<file path="config.mk">
export PLATFORM = sky130hd
export DESIGN_NAME = uart_rx_fifo_writer
export DESIGN_NICKNAME = d
export VERILOG_FILES = /design/src/rtl/uart_rx_fifo_writer.sv
export SDC_FILE = /design/constraint.sdc
export NUM_CORES = 1
export LEC_CHECK = 0
export CAP_MARGIN = 20
export CELL_PAD_IN_SITES_DETAIL_PLACEMENT = 0
export CELL_PAD_IN_SITES_GLOBAL_PLACEMENT = 1
export CORE_MARGIN = 2
export CORE_UTILIZATION = 42
export CTS_CLUSTER_DIAMETER = 100
export DETAILED_ROUTE_END_ITERATION = 6
export GPL_ROUTABILITY_DRIVEN = 0
export PLACE_DENSITY_LB_ADDON = 0.1
export SLEW_MARGIN = 15
export SYNTH_ARGS = -nofsm -noshare
export SYNTH_HDL_FRONTEND = slang
export SYNTH_SLANG_ARGS = --single-unit
</file>
<file path="constraint.sdc">
create_clock -name clk -period 2.3 [get_ports clk]
set_clock_uncertainty 0.05 [all_clocks]
set_input_delay 0.46 -clock clk [delete_from_list [all_inputs] [get_ports clk]]
set_output_delay 0.46 -clock clk [all_outputs]
set_load 0.02 [all_outputs]
</file>
<file path="src/rtl/uart_rx_fifo_writer.sv">
// Moves UART receive bytes into the RX FIFO through a 2-entry holding buffer.
// Write latency is 2 cycles, writes are spaced at least 2 cycles apart; bytes that arrive while the buffer is full are dropped and counted.
module uart_rx_fifo_writer #(
  parameter int PKT_BYTES = 16,
  parameter int CNT_W     = 16
) (
  input  logic             clk,
  input  logic             rstn,
  input  logic             rx_valid,
  input  logic [7:0]       rx_data,
  input  logic             fifo_full,
  output logic             o_wren_fifo,
  output logic [7:0]       o_fifo_data,
  output logic             o_pkt_done,
  output logic             o_overrun,
  output logic [CNT_W-1:0] o_drop_count,
  output logic             o_busy
);

  typedef enum logic [1:0] {
    IDLE  = 2'd0,
    CHECK = 2'd1,
    WRITE = 2'd2
  } state_t;

  localparam logic [15:0] PKT_LAST = 16'(PKT_BYTES - 1);

  state_t      state;
  logic [7:0]  hold0;
  logic [7:0]  hold1;
  logic [1:0]  occ;
  logic [15:0] pkt_cnt;

  logic        pop;
  logic        push;
  logic        drop;
  logic [1:0]  occ_next;
  logic [1:0]  wr_idx;

  // The head leaves the buffer at the end of the write cycle, so a byte
  // arriving then can still take the freed slot.
  always_comb begin
    pop      = (state == WRITE);
    push     = rx_valid && ((occ != 2'd2) || pop);
    drop     = rx_valid && (occ == 2'd2) && !pop;
    occ_next = occ + 2'(push) - 2'(pop);
    wr_idx   = occ - 2'(pop);
  end

  assign o_busy = (state != IDLE);

  always_ff @(posedge clk) begin
    if (!rstn) begin
      state        <= IDLE;
      hold0        <= 8'd0;
      hold1        <= 8'd0;
      occ          <= 2'd0;
      pkt_cnt      <= 16'd0;
      o_wren_fifo  <= 1'b0;
      o_fifo_data  <= 8'd0;
      o_pkt_done   <= 1'b0;
      o_overrun    <= 1'b0;
      o_drop_count <= '0;
    end else begin
      if (pop) begin
        hold0 <= hold1;
      end
      if (push) begin
        if (wr_idx == 2'd0) begin
          hold0 <= rx_data;
        end else begin
          hold1 <= rx_data;
        end
      end
      occ <= occ_next;

      if (drop) begin
        o_overrun <= 1'b1;
        if (o_drop_count != '1) begin
          o_drop_count <= o_drop_count + 1'b1;
        end
      end

      case (state)
        IDLE: begin
          if (push) begin
            state <= CHECK;
          end
        end
        // fifo_full here already reflects any previous write, since a
        // write is always followed by at least one CHECK cycle.
        CHECK: begin
          if (!fifo_full) begin
            state       <= WRITE;
            o_wren_fifo <= 1'b1;
            o_fifo_data <= hold0;
            if (pkt_cnt == PKT_LAST) begin
              pkt_cnt    <= 16'd0;
              o_pkt_done <= 1'b1;
            end else begin
              pkt_cnt    <= pkt_cnt + 16'd1;
              o_pkt_done <= 1'b0;
            end
          end
        end
        WRITE: begin
          o_wren_fifo <= 1'b0;
          o_pkt_done  <= 1'b0;
          state       <= (occ_next != 2'd0) ? CHECK : IDLE;
        end
        default: begin
          state       <= IDLE;
          o_wren_fifo <= 1'b0;
          o_pkt_done  <= 1'b0;
        end
      endcase
    end
  end

endmodule

</file>
==> results.tsv, run 1 <==
stage	metric	value	unit
logic_synthesis	commonest cells in the netlist	dfxtp_1 (63), nand2_1 (41), nor2_1 (23)	
routing	Via-to-Cell Ratio	5.066	
global_route	first-pass GRT wire length	10140	um
logic_synthesis	sequential fraction of the synthesis area	0.4308	
placement	Worst Setup Slack post-DPL	-0.09843	ns
logic_synthesis	syn_nets	327	
global_route	antenna violations before repair	0	
sta	Final Max Slew Viols	0	
placement	detailed-placement wirelength estimate	4260	um
critical_path	worst reg-to-reg path cell count	11	
logic_synthesis	cells after synthesis	311	
critical_path	reg2reg end	state[0]$_SDFFE_PN0P_	
clocking	clk slew on worst S/H paths	0.08	ns
sta	fin worst setup slack	0.08717	ns
routing	DR vias	2300	
routing	drt initial violations	58	
final_layout	sequential cell area	1262	um2
logic_synthesis	synthesized area	2928	um2
logic_synthesis	ranking of synthesized cells by area	dfxtp_1 (43%), mux2i_1 (6.5%), nand2_1 (5.3%), xnor2_1 (4.8%), o211a_1 (3.1%)	
critical_path	CP required	1.79	ns
sta	hold_ws	0.4062	ns
clocking	CTS Hold Bufs	0	
clocking	TritonCTS clock tree	done	
final_layout	multi-input logic area	1565	um2
clocking	clk_lat worst skew	0.34	ns
sta	Worst-Margin Slew	0.4543	ns
logic_synthesis	synthesized area per cell	9.414	um2
critical_path	RR Startpoint	occ[0]$_SDFF_PN0_	
sta	Final Hold Fails	0	
logic_synthesis	synth warn	0	
critical_path	crit path kind	reg2out	
logic_synthesis	FF+latch count, synth	63	
placement	PortBufs	39	
routing	number of routed nets with antenna violations	0	
global_route	grt ovf	0	
power_and_ir_drop	Power Density	678.8	nW/um2
floorplanning	Die Wd	87.49	um
sta	final critical-path share of the clock period	0.9621	
floorplanning	full die area	7655	um2
final_layout	Synth-to-Final Area Change	26.32	%
sta	RSZ-0062 raised after global routing	no	
logic_synthesis	asr flop ratio synth	0	
worst_hold_path	worst hold path type	reg2reg	
critical_path	crit path from	state[1]$_SDFFE_PN0P_	
logic_synthesis	largest area contributor in the netlist	dfxtp_1	
power_and_ir_drop	maximum VDD drop	0.3073	mV
routing	routed length per instance	12.89	um
final_layout	filler instances	630	
routing	DR DRC count	0	
clocking	Clock Tree Root	clkbuf_8	
sta	Final min period	2.213	ns
power_and_ir_drop	Pwr Total	2.511	mW
clocking	H-tree depth	3	
sta	worst rel slew slack	0.6962	
clocking	CTS sink count	63	
global_route	vias in the first global route	2195	
routing	Pre-antenna DRT Iters	5	
critical_path	Critical Path Sink	o_busy	
critical_path	CP max FO	5	
logic_synthesis	most common cell in the synthesized netlist	dfxtp_1	
floorplanning	initial core utilization	0.4333	
final_layout	Diodes inserted	0	
flow_run	# Max-Cap Violations	0	
clocking	Post-CTS Setup Bufs	0	
clocking	clock buffer count from CTS	9	
outcome	status	finished clean	
sta	setup TNS	0	ns
sta	Finish-stage setup viols	0	
critical_path	critical path launch point type	register	
routing	total detailed-routing wirelength	5852	um
logic_synthesis	top_reg_cell synth	dfxtp_1	
critical_path	CP arrival	1.70	ns
global_route	largest net degree at the start of global routing	18	
logic_synthesis	Synth top area share	0.4308	
logic_synthesis	Cell variety after synth	45	
critical_path	crit path capture type	output port	
floorplanning	die height	87.49	um
final_layout	layout cells sized above 1	0.1283	
floorplanning	Rows	30	
clocking	Longest Clk Path Bufs	2	
power_and_ir_drop	leak pwr	1.550	nW
global_route	Tot GR Track Use	0.1710	
critical_path	FF-to-FF setup slack	0.23	ns
final_layout	final net count	385	
floorplanning	IO Count	40	
floorplanning	Core ar.	6756	um2
logic_synthesis	Post-synth EDFFs	0	
final_layout	fin util	0.5474	
sta	fmax	451.9	MHz
-- state kept, by name, summed over array words and instances, names as in the netlist, 2 cells and up --
register	cells
pkt_cnt	16
hold0	8
occ	2
o_fifo_data	8
state	2
o_drop_count	16
hold1	8
-- critical path: stages, from the launching register on --
cell	delay, ns
dfxtp_1	0.37
buf_4	0.18
or2_2	0.29
clkdlybuf4s50_1	0.54
-- final cells by class --
type                       count  share of cell area
multi-input combinational    229              0.4232
sequential                    63              0.3413
timing repair buffer          58              0.1441
clock buffer                  11             0.04093
tap                           80             0.02706
clock inverter                 5             0.01522
inverter                       8            0.008119
-- through the flow --
| step | cell area, um2 | std cells |
|---|---|---|
| detailed placement | 3485 | 438 |
| floorplan | 2928 | 311 |
| global placement | 3485 | 438 |
| finish | 3699 | 454 |
| CTS | 3692 | 454 |
| global route | 3699 | 454 |
-- cell families (layout without fill, tap and decap cells) --
logic type | count (synthesis) | in the layout | share of synthesized area
compound gates | 35 | 35 | 0.09273
buf+inv | 19 | 82 | 0.03632
simple gates | 145 | 145 | 0.2803
mux | 19 | 19 | 0.06496
flops | 63 | 63 | 0.4308
fa+ha+maj | 4 | 4 | 0.01709
xor+xnor | 26 | 26 | 0.07777
-- layout by cell type, fill, tap and decap left out, types with 10 or more instances in the layout --
cell type and n:
dfxtp_1 62, nand2_1 41, clkdlybuf4s50_1 39, nor2_1 23, mux2i_1 19, buf_4 19, xnor2_1 16, and2_1 12
nand4_1 11, clkbuf_8 11, xor2_1 10
-- per-layer routing --
layer | track usage | wire length [um] | vias up
met5 | 0 | 0 | -
met4 | 0.05035 | 80 | 0
met3 | 0.06445 | 230 | 9
met2 | 0.2769 | 2773 | 38
met1 | 0.2115 | 2767 | 1061
li1 | - | - | 1192
-- report_power, final --
group	total [mW]	leakage, nW	switching, mW	internal [mW]
clock	0.993	0.105	0.435	0.558
sequential	1.19	0.511	0.0424	1.15
combinational	0.325	0.933	0.159	0.167
total	2.51	1.55	0.636	1.87
-- how the worst min path moves through the flow --
stage | start | end | cells past startpoint
2_1_floorplan | hold0[0]$_SDFF_PN0_ | o_fifo_data[0]$_SDFFE_PN0P_ | 2
3_3_place_gp | hold0[1]$_SDFF_PN0_ | o_fifo_data[1]$_SDFFE_PN0P_ | 2
3_5_place_dp | o_fifo_data[2]$_SDFFE_PN0P_ | o_fifo_data[2]$_SDFFE_PN0P_ | 2
4_1_cts | o_fifo_data[2]$_SDFFE_PN0P_ | o_fifo_data[2]$_SDFFE_PN0P_ | 2
5_1_grt | o_overrun$_SDFFE_PN0P_ | o_overrun$_SDFFE_PN0P_ | 2
6_report | o_fifo_data[2]$_SDFFE_PN0P_ | o_fifo_data[2]$_SDFFE_PN0P_ | 2
-- repair_timing --
item | CTS | global route
endpoints found under the setup margin | 0 | 1
endpoints found under the hold margin | 0 | 0
gates resized for setup | 0 | 2
Power figures use the tool's default switching activity.
==> run 2, diff against run 1 <==
TNS_END_PERCENT = 10   (was default)
==> results of run 2 <==
The final DEF is identical to that of run 1; final timing and power are the same.
==> run 3, diff against run 2 <==
ABC_CLOCK_PERIOD_IN_PS = 2300   (was default)
RECOVER_POWER = 100   (was default)
==> run 3 against run 2 <==
Effect of this change:
- non-clock buffer count unchanged
- utilization is 1.4 points lower
- cell count stayed put
- worst hold slack worse by 0.0033 ns
- count of clock-buffer cells in the layout stayed put
- worst setup slack better by 0.011 ns
- clock power hardly changed
- via count is 0.65% lower
- first-iteration DRC count is 12% lower
- critical path type unchanged
==> results.tsv, run 3 (synthesis gave the netlist of run 1 again) <==
stage	metric	value	unit	change
clocking	TritonCTS clock tree	done		unchanged
sta	Final Max Slew Viols	0		unchanged
sta	Final min period	2.202	ns	was 2.213 ns
power_and_ir_drop	Pwr Total	2.487	mW	was 2.511 mW
clocking	clock buffer count from CTS	9		unchanged
flow_run	# Max-Cap Violations	0		unchanged
routing	routed length per instance	12.88	um	was 12.89 um
clocking	clk slew on worst S/H paths	0.07	ns	was 0.08 ns
critical_path	CP required	1.79	ns	about the same
floorplanning	initial core utilization	0.4333		unchanged
sta	Worst-Margin Slew	0.6253	ns	was 0.4543 ns
final_layout	sequential cell area	1262	um2	unchanged
sta	setup TNS	0	ns	unchanged
floorplanning	Die Wd	87.49	um	unchanged
sta	worst rel slew slack	0.5819		was 0.6962
global_route	GR peak layer	met2		unchanged
global_route	grt ovf	0		unchanged
final_layout	layout cells sized above 1	0.09358		was 0.1283
clocking	Clock Tree Root	clkbuf_8		unchanged
floorplanning	Core ar.	6756	um2	unchanged
global_route	antenna violations before repair	0		unchanged
outcome	status	finished clean		unchanged
critical_path	CP max FO	5		unchanged
critical_path	crit path capture type	output port		unchanged
global_route	Tot GR Track Use	0.1710		unchanged
floorplanning	IO Count	40		unchanged
routing	Via-to-Cell Ratio	5.033		was 5.066
global_route	vias in the first global route	2195		unchanged
clocking	# resized after CTS	0		unchanged
clocking	clk_lat worst skew	0.34	ns	about the same
clocking	Longest Clk Path Bufs	2		unchanged
power_and_ir_drop	maximum VDD drop	0.3072	mV	was 0.3073 mV
routing	drt initial violations	51		was 58
final_layout	most common cell after layout, fill and taps aside	dfxtp_1		unchanged
critical_path	critical path launch point type	register		unchanged
floorplanning	full die area	7655	um2	unchanged
routing	Pre-antenna DRT Iters	4		was 5
clocking	Post-CTS Setup Bufs	0		unchanged
clocking	H-tree depth	3		unchanged
routing	number of routed nets with antenna violations	0		unchanged
global_route	GRT met1 Usage	0.2115		unchanged
critical_path	CP arrival	1.69	ns	was 1.70 ns
clocking	CTS sink count	63		unchanged
final_layout	final net count	385		unchanged
final_layout	Largest regs	o_drop_count (16), pkt_cnt (16)		unchanged
sta	Final Hold Fails	0		unchanged
sta	Finish-stage setup viols	0		unchanged
global_route	largest net degree at the start of global routing	18		unchanged
worst_hold_path	worst hold path type	reg2reg		unchanged
sta	fin worst setup slack	0.09821	ns	was 0.08717 ns
final_layout	filler instances	651		was 630
placement	Placed Area	3485	um2	unchanged
routing	DR vias	2285		was 2300
sta	final critical-path share of the clock period	0.9573		was 0.9621
placement	PortBufs	39		unchanged
routing	DR DRC count	0		unchanged
global_route	first-pass GRT wire length	10140	um	unchanged
global_route	GR Util met3	0.06445		unchanged
floorplanning	Rows	30		unchanged
sta	hold_ws	0.4029	ns	was 0.4062 ns
final_layout	multi-input logic area	1508	um2	was 1565 um2
sta	RSZ-0062 raised after global routing	no		unchanged
global_route	met2 usage	0.2769		unchanged
routing	total detailed-routing wirelength	5848	um	was 5852 um
final_layout	Synth-to-Final Area Change	23.16	%	was 26.32%
clocking	CTS Hold Bufs	0		unchanged
placement	Worst Setup Slack post-DPL	-0.09843	ns	unchanged
critical_path	crit path kind	reg2out		unchanged
power_and_ir_drop	leak pwr	1.604	nW	was 1.550 nW
sta	fmax	454.2	MHz	was 451.9 MHz
final_layout	design area	3606	um2	was 3699 um2
final_layout	Diodes inserted	0		unchanged
final_layout	commonest cells after routing, fill and taps aside	dfxtp_1 (62), nand2_1 (41), dlygate4sd3_1 (30)		was dfxtp_1 (62), nand2_1 (41), clkdlybuf4s50_1 (39)
placement	detailed-placement wirelength estimate	4260	um	unchanged
power_and_ir_drop	Power Density	689.7	nW/um2	was 678.8 nW/um2
floorplanning	die height	87.49	um	unchanged
==> run 3: critical path: stages (launching register included) <==
cell	delay, ns
dfxtp_1	0.37
buf_4	0.17
or2_2	0.28
clkdlybuf4s50_1	0.54
==> run 3: final cells by class <==
cell class | instances | area share
multi-input combinational | 229 | 0.4181
sequential | 63 | 0.3501
timing repair buffer | 58 | 0.1381
clock buffer | 11 | 0.04198
tap | 80 | 0.02776
clock inverter | 5 | 0.01561
inverter | 8 | 0.008328
==> run 3: per-stage QoR <==
| step | utilization | cells |
|---|---|---|
| final | 0.5337 | 454 |
| after global routing | 0.5337 | 454 |
| after CTS | 0.5465 | 454 |
| after detailed placement | 0.5157 | 438 |
| after global placement | 0.5157 | 438 |
| after floorplan | - | 311 |
==> run 3: worst paths after layout <==
path	from	endpoint	slack, ns	depth (start not counted)
worst min-delay path	o_fifo_data[2]$_SDFFE_PN0P_	o_fifo_data[2]$_SDFFE_PN0P_	0.40	2
worst min register to register	o_fifo_data[2]$_SDFFE_PN0P_	o_fifo_data[2]$_SDFFE_PN0P_	0.40	2
worst max register to register	state[0]$_SDFFE_PN0P_	hold0[4]$_SDFF_PN0_	0.23	6
worst max-delay path	state[1]$_SDFFE_PN0P_	o_busy	0.1	3
==> run 3: report_power, final <==
part | switching (mW) | internal (mW) | leakage, nW
clock network | 0.433 | 0.557 | 0.105
logic | 0.156 | 0.150 | 0.988
registers | 0.0403 | 1.15 | 0.511
==> run 3: layer usage <==
metal	vias to the layer above	part of all wire
met5	-	0
met4	0	0.012
met3	7	0.041
met2	34	0.48
met1	1050	0.47
li1	1194	-
